<file path="src/rtl/bsg_8b10b_tx_framer.sv">
// 8b/10b transmit sequencer: reset comma train, idle/periodic K28.5 fill, running disparity ownership.
// Latency: a character handshaken at a tx_ready_i edge is on data_o from that edge; tx_ready_i low stalls everything.

module bsg_8b10b_encode_comb (
  input  logic [7:0] data_i,
  input  logic       k_i,
  input  logic       rd_i,
  output logic [9:0] data_o,
  output logic       rd_o,
  output logic       kerr_o
);

  // 5b/6b codes in RD- form, written abcdei with a as the MSB of the literal
  function automatic logic [5:0] code6(input logic [4:0] x);
    case (x)
      5'd0:    code6 = 6'b100111;
      5'd1:    code6 = 6'b011101;
      5'd2:    code6 = 6'b101101;
      5'd3:    code6 = 6'b110001;
      5'd4:    code6 = 6'b110101;
      5'd5:    code6 = 6'b101001;
      5'd6:    code6 = 6'b011001;
      5'd7:    code6 = 6'b111000;
      5'd8:    code6 = 6'b111001;
      5'd9:    code6 = 6'b100101;
      5'd10:   code6 = 6'b010101;
      5'd11:   code6 = 6'b110100;
      5'd12:   code6 = 6'b001101;
      5'd13:   code6 = 6'b101100;
      5'd14:   code6 = 6'b011100;
      5'd15:   code6 = 6'b010111;
      5'd16:   code6 = 6'b011011;
      5'd17:   code6 = 6'b100011;
      5'd18:   code6 = 6'b010011;
      5'd19:   code6 = 6'b110010;
      5'd20:   code6 = 6'b001011;
      5'd21:   code6 = 6'b101010;
      5'd22:   code6 = 6'b011010;
      5'd23:   code6 = 6'b111010;
      5'd24:   code6 = 6'b110011;
      5'd25:   code6 = 6'b100110;
      5'd26:   code6 = 6'b010110;
      5'd27:   code6 = 6'b110110;
      5'd28:   code6 = 6'b001110;
      5'd29:   code6 = 6'b101110;
      5'd30:   code6 = 6'b011110;
      default: code6 = 6'b101011;
    endcase
  endfunction

  // 3b/4b codes in RD- form, written fghj with f as the MSB of the literal
  function automatic logic [3:0] code4(input logic [2:0] y);
    case (y)
      3'd0:    code4 = 4'b1011;
      3'd1:    code4 = 4'b1001;
      3'd2:    code4 = 4'b0101;
      3'd3:    code4 = 4'b1100;
      3'd4:    code4 = 4'b1101;
      3'd5:    code4 = 4'b1010;
      3'd6:    code4 = 4'b0110;
      default: code4 = 4'b1110;
    endcase
  endfunction

  logic [4:0] x;
  logic [2:0] y;
  logic       is_k28;
  logic       k_x7;
  logic [5:0] c6m;
  logic [5:0] c6;
  logic       n6;
  logic       rd6;
  logic       use_a7;
  logic [3:0] c4m;
  logic [3:0] c4;
  logic       n4;
  logic       flip4;

  always_comb begin
    x      = data_i[4:0];
    y      = data_i[7:5];
    is_k28 = k_i & (x == 5'd28);
    k_x7   = (y == 3'd7) & ((x == 5'd23) | (x == 5'd27) | (x == 5'd29) | (x == 5'd30));
    kerr_o = k_i & ~(is_k28 | k_x7);

    c6m = is_k28 ? 6'b001111 : code6(x);
    n6  = ($countones(c6m) != 3);
    // D.07 is neutral but still has a distinct RD+ form
    c6  = (rd_i & (n6 | (x == 5'd7))) ? ~c6m : c6m;
    rd6 = rd_i ^ n6;

    // alternate x.7 avoids a run of five identical bits across the sub-block boundary
    use_a7 = (y == 3'd7) &
             (k_i | (~rd6 & ((x == 5'd17) | (x == 5'd18) | (x == 5'd20)))
                  | ( rd6 & ((x == 5'd11) | (x == 5'd13) | (x == 5'd14))));
    c4m = use_a7 ? 4'b0111 : code4(y);
    n4  = ($countones(c4m) != 2);
    // K28 neutral trailers are the inverse of the data forms so the comma stays unique
    if (is_k28 & ~n4 & (y != 3'd3)) flip4 = ~rd6;
    else                            flip4 = rd6 & (n4 | (y == 3'd3));
    c4   = flip4 ? ~c4m : c4m;
    rd_o = rd6 ^ n4;

    data_o = {c4[0], c4[1], c4[2], c4[3], c6[0], c6[1], c6[2], c6[3], c6[4], c6[5]};
  end

endmodule

module bsg_8b10b_tx_framer #(
  parameter int comma_period_p = 256,
  parameter int init_commas_p  = 16
) (
  input  logic       clk_i,
  input  logic       reset_i,
  input  logic [7:0] data_i,
  input  logic       k_i,
  input  logic       v_i,
  output logic       ready_o,
  input  logic       tx_ready_i,
  output logic [9:0] data_o,
  output logic       rd_o,
  output logic       err_o
);

  localparam int data_cnt_w = $clog2(comma_period_p + 1);
  localparam int init_cnt_w = (init_commas_p > 1) ? $clog2(init_commas_p) : 1;
  localparam logic [data_cnt_w-1:0] period_lp    = data_cnt_w'(comma_period_p);
  localparam logic [init_cnt_w-1:0] init_last_lp = init_cnt_w'(init_commas_p - 1);
  localparam logic [9:0] k285_rdn_lp = 10'h17C;
  localparam logic [9:0] k285_rdp_lp = 10'h283;

  typedef enum logic {e_init, e_run} state_e;

  state_e                  state, state_n;
  logic [init_cnt_w-1:0]   init_cnt;
  logic [data_cnt_w-1:0]   data_cnt;
  logic                    force_comma;
  logic                    take;
  logic [7:0]              enc_data;
  logic                    enc_k;
  logic [9:0]              enc_sym;
  logic                    enc_rd;
  logic                    enc_kerr;
  logic [9:0]              sym_n;
  logic                    rd_n;

  always_ff @(posedge clk_i or posedge reset_i) begin
    if (reset_i)         state <= e_init;
    else if (tx_ready_i) state <= state_n;
  end

  always_comb begin
    state_n = state;
    if (state == e_init && init_cnt == init_last_lp) state_n = e_run;
  end

  // ready_o is combinational from tx_ready_i; upstream must not gate v_i on it
  always_comb begin
    force_comma = (state == e_run) & (data_cnt == period_lp);
    ready_o     = (state == e_run) & tx_ready_i & ~force_comma;
    take        = v_i & ready_o;
    enc_data    = take ? data_i : 8'hBC;
    enc_k       = take ? k_i    : 1'b1;
  end

  bsg_8b10b_encode_comb encoder (
    .data_i (enc_data),
    .k_i    (enc_k),
    .rd_i   (rd_o),
    .data_o (enc_sym),
    .rd_o   (enc_rd),
    .kerr_o (enc_kerr)
  );

  // an illegal K is swallowed and replaced by the K28.5 of the current disparity
  always_comb begin
    sym_n = enc_kerr ? (rd_o ? k285_rdp_lp : k285_rdn_lp) : enc_sym;
    rd_n  = enc_kerr ? ~rd_o : enc_rd;
  end

  always_ff @(posedge clk_i or posedge reset_i) begin
    if (reset_i) begin
      data_o   <= k285_rdn_lp;
      rd_o     <= 1'b1;
      err_o    <= 1'b0;
      init_cnt <= '0;
      data_cnt <= '0;
    end else if (tx_ready_i) begin
      data_o <= sym_n;
      rd_o   <= rd_n;
      if (enc_kerr) err_o <= 1'b1;
      if (state == e_init) begin
        init_cnt <= init_cnt + init_cnt_w'(1);
      end else if (take & ~enc_kerr) begin
        data_cnt <= data_cnt + data_cnt_w'(1);
      end else begin
        data_cnt <= '0;
      end
    end
  end

endmodule

</file>
<file path="config.mk">
export PLATFORM = sky130hd
export DESIGN_NAME = bsg_8b10b_tx_framer
export DESIGN_NICKNAME = d
export VERILOG_FILES = /design/src/rtl/bsg_8b10b_tx_framer.sv
export SDC_FILE = /design/constraint.sdc
export NUM_CORES = 1
export LEC_CHECK = 0
export ABC_AREA = 1
export ABC_CLOCK_PERIOD_IN_PS = 5660
export BUFFER_PORTS_ARGS = -buffer_cell sky130_fd_sc_hd__buf_2
export CAP_MARGIN = 15
export CORE_ASPECT_RATIO = 1.2
export CORE_MARGIN = 2
export CORE_UTILIZATION = 40
export DETAILED_ROUTE_END_ITERATION = 10
export SETUP_SLACK_MARGIN = 0.4
export SLEW_MARGIN = 20
export SYNTH_ARGS = -nofsm -noshare
export SYNTH_HDL_FRONTEND = slang
export SYNTH_SLANG_ARGS = --single-unit
</file>
<file path="constraint.sdc">
create_clock -name clk_i -period 5.66 [get_ports clk_i]
set_input_delay 0.283 -clock clk_i [delete_from_list [all_inputs] [get_ports clk_i]]
set_output_delay 0.283 -clock clk_i [all_outputs]
set_load 0.05 [all_outputs]
</file>
==> qor.csv, run 1 <==
metric,value,unit
status,completed,
skew,7.425,ps
path_buf_inv,3,
max_cap_viol_count,0,
cts.clk_slew.worst_paths,90,ps
syn_nets,345,
dpl.hpwl,4.066,mm
die_y,89.05,um
final_cells,445,
path_max_fanout,6,
power_density,424.3,mW/mm^2
numCtsBuffers,3,
peakVddDrop,0.0001857,V
criticalPathCategory,reg2reg,
die_w,74.88,um
cts_buffer_depth,2,
regArea,659.4,um^2
fin_crit_sh,89.46,%
grt_max_degree,27,
vias,2191,
root_buffer,clkbuf_8,
dp_cells,415,
crit_path_top_delay_cell,fa_2,
cts_sinks,26,
synth_edf_count,0,
tightest_slew,958.9,ps
first_pass_iters,4,
yosys_warnings,0,
hold_buffers,0,
antenna_left,0,
portBuffers,25,
area_growth,29.11,%
startpoint_type,register,
required,5870,ps
grt_pass1_wl,8.707,mm
fill_cells,574,
worstPathArrival,5270,ps
cp_common_cell,nand2_1,
initial_core_util,40.63,%
clock_latency,270,ps
rsz0062_at_grt,no,
grt_overflow,0,
diodes,0,
grt_pass1_vias,1952,
globalRouteTotalUtil,16.29,%
routedWlPerCell,12.69,um
cts_tree,built,
rows,31,
synth_flop_cell,dfrtp_1,
gp_congestion,0.9065,
die-area,0.006668,mm^2
hold_path.class,in2async,
critPathMaxStageDelay,410,ps
synth_seq_cells,26,
p_leak,1.483,nW
synth-async-reset-ratio,100.0,%
fmax,197.5,MHz
finalHoldViolCount,0,
setup_viol,0,
synth_cells,309,
synth.distinct_cells,37,
slew_headroom,36.00,%
core,0.005934,mm^2
mappedNetlistArea,0.002411,mm^2
multi_input_area,0.001754,mm^2
fin_tns_setup,0,ps
drcViolationCount,0,
slew_viol_final,0,
ys_seq_area_share,27.35,%
io_pins,26,
final_nets,400,
drt_iter0_markers,107,
final_cell_mix,"62 x nand2_1, 31 x inv_1, 26 x buf_4",
syn_area_per_cell,7.803,um^2
min_period,5063,ps
layout-drive-gt1-share,42.15,%
routed_wl,5.648,mm
final_common_cell,nand2_1,
antenna_found_initial,0,
critPathTopFamily,simple AND/OR/NAND/NOR gates,
endpoint_kind,register,
drt-vias-per-instance,4.924,
h-tree-depth,1,
## layout make-up
class	count	area share [%]
Timing Repair Buffer	54	11.37
Clock buffer	4	1.768
Sequential cell	26	21.18
Inverter	46	6.029
Tap cell	82	3.296
Multi-Input combinational cell	233	56.35
## worst register-to-register path: cells and delay by family, from the launching register on
family                     cells  cell delay, ps
buffers and inverters          3             240
adders and majority gates      6            1510
AOI/OAI and AO/OA              2             220
DFF                            1             400
and+or+nand+nor               24            2440
xor gates and xnor gates       1             190
## state kept, by name (all words and copies together) (netlist names)
| name | cells |
|---|---|
| data_cnt | 9 |
| data_o | 10 |
| rd_o | 1 |
| state | 1 |
| init_cnt | 4 |
| err_o | 1 |
## stage by stage
step | cell area [um^2] | hold slack (ps) | setup WS (ps) | utilization (%) | power, W
detailed placement | 2620 | 464.3 | 101.4 | 44.15 | 0.001030
floorplan | 2419 | 317.8 | 415.8 | - | 0.0008977
CTS | 2735 | 254.9 | 409.5 | 46.09 | 0.001173
global route | 3113 | 318.5 | 250.4 | 52.46 | 0.001425
global placement | 2620 | 461.4 | 171.8 | 44.15 | 0.001022
finish | 3113 | 217.2 | 596.7 | 52.46 | 0.001321
## path summary, 6_finish.rpt
path / startpoint / to / cells after the start / slack (ps)
setup / recovery: data_cnt[1] / data_o[9] / 36 / 600
hold / removal: reset_i / data_cnt[4] / 2 / 220
setup reg to reg: data_cnt[1] / data_o[9] / 36 / 600
hold reg to reg: data_o[9] / data_o[9] / 2 / 470
max in group asynchronous: reset_i / data_o[9] / 2 / 4850
min in group clk_i: tx_ready_i / data_cnt[8] / 4 / 390
## power breakdown
| group | switching (W) | leakage (nW) | internal (W) |
|---|---|---|---|
| registers | 0.0000452 | 0.312 | 0.000271 |
| clock network | 0.0000577 | 0.0288 | 0.0000621 |
| logic | 0.000550 | 1.14 | 0.000335 |
| total | 0.000653 | 1.48 | 0.000668 |
## cells in the mapped netlist, types with 5 or more instances
| cell | count | area, um^2 |
|---|---|---|
| nand2_1 | 69 | 259.0 |
| inv_1 | 35 | 131.4 |
| nand3_1 | 25 | 125.1 |
| nor2_1 | 22 | 82.58 |
| ha_1 | 21 | 262.8 |
| dfrtp_1 | 19 | 475.5 |
| o21ai_0 | 14 | 70.07 |
| xor2_1 | 11 | 96.34 |
| inv_2 | 8 | 30.03 |
| a21oi_1 | 7 | 35.03 |
| dfstp_2 | 7 | 183.9 |
| a21oi_2 | 6 | 52.55 |
| nand2_2 | 6 | 37.54 |
| o22ai_1 | 6 | 37.54 |
| nand3_2 | 5 | 50.05 |
| nor2_4 | 5 | 56.30 |
## logic make-up (layout without fill, tap and decap cells)
| group | after synthesis | after routing | share of synthesized area, % |
|---|---|---|---|
| flip-flops | 26 | 26 | 27.35 |
| adder cells (fa/ha/maj) | 23 | 23 | 12.56 |
| AO/OA/AOI/OAI | 42 | 42 | 11.00 |
| XOR/XNOR | 13 | 13 | 4.722 |
| multiplexers | 1 | 1 | 0.4670 |
| buffers and inverters | 50 | 104 | 9.600 |
| AND/OR/NAND/NOR | 154 | 154 | 34.30 |
## timing repair
item,CTS,global route
setup endpoints to repair,5,5
pin swaps,6,29
gates resized for setup,13,50
buffers inserted,3,23
## layer usage
| layer | share of wire (%) | vias up | global-route usage (%) |
|---|---|---|---|
| li1 | - | 1111 | - |
| met1 | 45 | 1036 | 22.23 |
| met2 | 52 | 38 | 27.91 |
| met3 | 2.3 | 6 | 0.4510 |
| met4 | 1.3 | 0 | 4.870 |
| met5 | 0 | - | 0 |
Note: power is estimated with default switching activity, not from simulation.
==> run 2, diff against run 1 <==
CELL_PAD_IN_SITES_DETAIL_PLACEMENT = 0   (was default)
CELL_PAD_IN_SITES_GLOBAL_PLACEMENT = 1   (was default)
PLACE_DENSITY_LB_ADDON = 0.1   (was default)
==> run 2 against run 1 <==
Net effect:
- fmax rose by 1.7%
- count of clock-buffer cells in the layout decreased by 1
- critical path depth shrank 1
- critical endpoint unchanged
- via count fell by 5.2%
- critical path type unchanged
- utilization down 1.4 points
- register-to-register slack gained 80 ps
- global-route usage is 0.72 points higher
- first-iteration DRC count shrank 55%
- combinational power is 3.5% lower
- die area unchanged
- largest cell class unchanged
- sequential cell count unchanged
- clock skew shrank 2.7 ps
==> qor.csv, run 2 (synthesis gave the netlist of run 1 again) <==
metric,value,unit
drcViolationCount,0,
cts_tree,built,
rsz0062_at_grt,no,
routed_wl,5.552,mm
dpl_worst_slack,94.73,ps
fmax,200.8,MHz
routedWlPerCell,12.88,um
vias,2076,
r2r_cells,35,
root_buffer,clkbuf_8,
cts_buffer_depth,2,
largestRegisters,"data_o (10), data_cnt (9), init_cnt (4)",
grt_max_degree,27,
drt-vias-per-instance,4.817,
fill_cells,600,
first_pass_iters,4,
initial_core_util,40.63,%
grt_pass1_vias,1971,
crit-reg2reg-launch,data_cnt[1],
worstPathArrival,5200,ps
cts_sinks,26,
antenna_found_initial,0,
fin_crit_sh,87.99,%
rrSetupSlack,680,ps
criticalPathCategory,reg2reg,
die_y,89.05,um
fin_tns_setup,0,ps
path_buf_inv,4,
peakVddDrop,0.0001533,V
rows,31,
gp_congestion,0.8085,
area_growth,25.58,%
tightest_slew,553.2,ps
drt_iter0_markers,48,
slew_headroom,63.07,%
crit_path_top_delay_cell,fa_1,
slew_viol_final,0,
max_cap_viol_count,0,
final_cell_mix,"63 x nand2_1, 29 x inv_1, 25 x buf_2",
final_common_cell,nand2_1,
critPathTopFamily,simple AND/OR/NAND/NOR gates,
cts.clk_slew.worst_paths,90,ps
grt_pass1_wl,8.990,mm
hold_path.class,in2async,
portBuffers,25,
power_density,437.4,mW/mm^2
h-tree-depth,1,
skew,4.738,ps
fin_util,51.02,%
clock_latency,270,ps
diodes,0,
finalInstanceArea,0.003028,mm^2
finalHoldViolCount,0,
multi_input_area,0.001757,mm^2
grt_overflow,0,
power.total,0.001324,W
path_max_fanout,8,
core,0.005934,mm^2
critPathMaxStageDelay,520,ps
setup_ws,679.5,ps
numCtsBuffers,3,
setup_viol,0,
dpl.hpwl,4.301,mm
layout-drive-gt1-share,40.69,%
die_w,74.88,um
rr_endpoint,data_o[9],
dpl-instance-area,0.002628,mm^2
min_period,4980,ps
largest_reg_flops,10,
die-area,0.006668,mm^2
required,5880,ps
cp_common_cell,nand2_1,
io_pins,26,
top_register,data_o,
status,completed,
cp.depth,35,
startpoint_type,register,
final_nets,386,
p_leak,1.423,nW
regArea,659.4,um^2
globalRouteTotalUtil,17.01,%
antenna_left,0,
endpoint_kind,register,
run 2: power breakdown:
part	internal (W)	total (W)	leakage (nW)	switching, W
Clock	0.0000946	0.000154	0.0357	0.0000597
Combinational	0.000312	0.000854	1.07	0.000542
Sequential	0.000271	0.000316	0.312	0.0000452
run 2: worst register-to-register path, delay by kind of cell (launching register included):
kind            cells  cell delay [ps]
compound gates      3              460
xor+xnor            1              170
fa+ha+maj           6             1590
buf+inv             4              260
flops               1              400
simple gates       21             2070
run 2: worst max path at each step:
stage | slack [ps] | start | end
CTS | 410 | data_cnt[1] | data_o[7]
global route | 320 | data_cnt[1] | data_o[9]
floorplan | 420 | data_cnt[0] | data_o[7]
global placement | 130 | data_cnt[0] | data_o[7]
finish | 680 | data_cnt[1] | data_o[9]
detailed placement | 90 | data_cnt[0] | data_o[7]
run 2: metrics by stage:
stage,instances,hold slack (ps)
2_1_floorplan,309,317.8
3_3_place_gp,416,458.0
3_5_place_dp,416,456.3
4_1_cts,426,274.5
5_1_grt,431,103.4
6_report,431,51.84
run 2: cell type report:
type | instances | area share, %
repair buffers | 40 | 8.347
well taps | 82 | 3.388
clock buffers | 3 | 1.364
multi-input cells | 233 | 58.02
inverters | 46 | 6.116
clock inverters | 1 | 0.9917
flip-flops and latches | 26 | 21.78
run 2: metal layers:
metal  vias up  track usage [%]  share of wire, %
met5         -                0                 0
met3         4           0.7892               1.7
li1       1075                -                 -
met4         0            3.734              0.83
met2        26            30.38                52
met1       971            22.51                45
run 2: timing repair:
action,CTS,global route
hold buffers,0,0
setup buffers,6,5
pin swaps,6,26
gates resized for setup,19,42
setup endpoints to repair,5,5
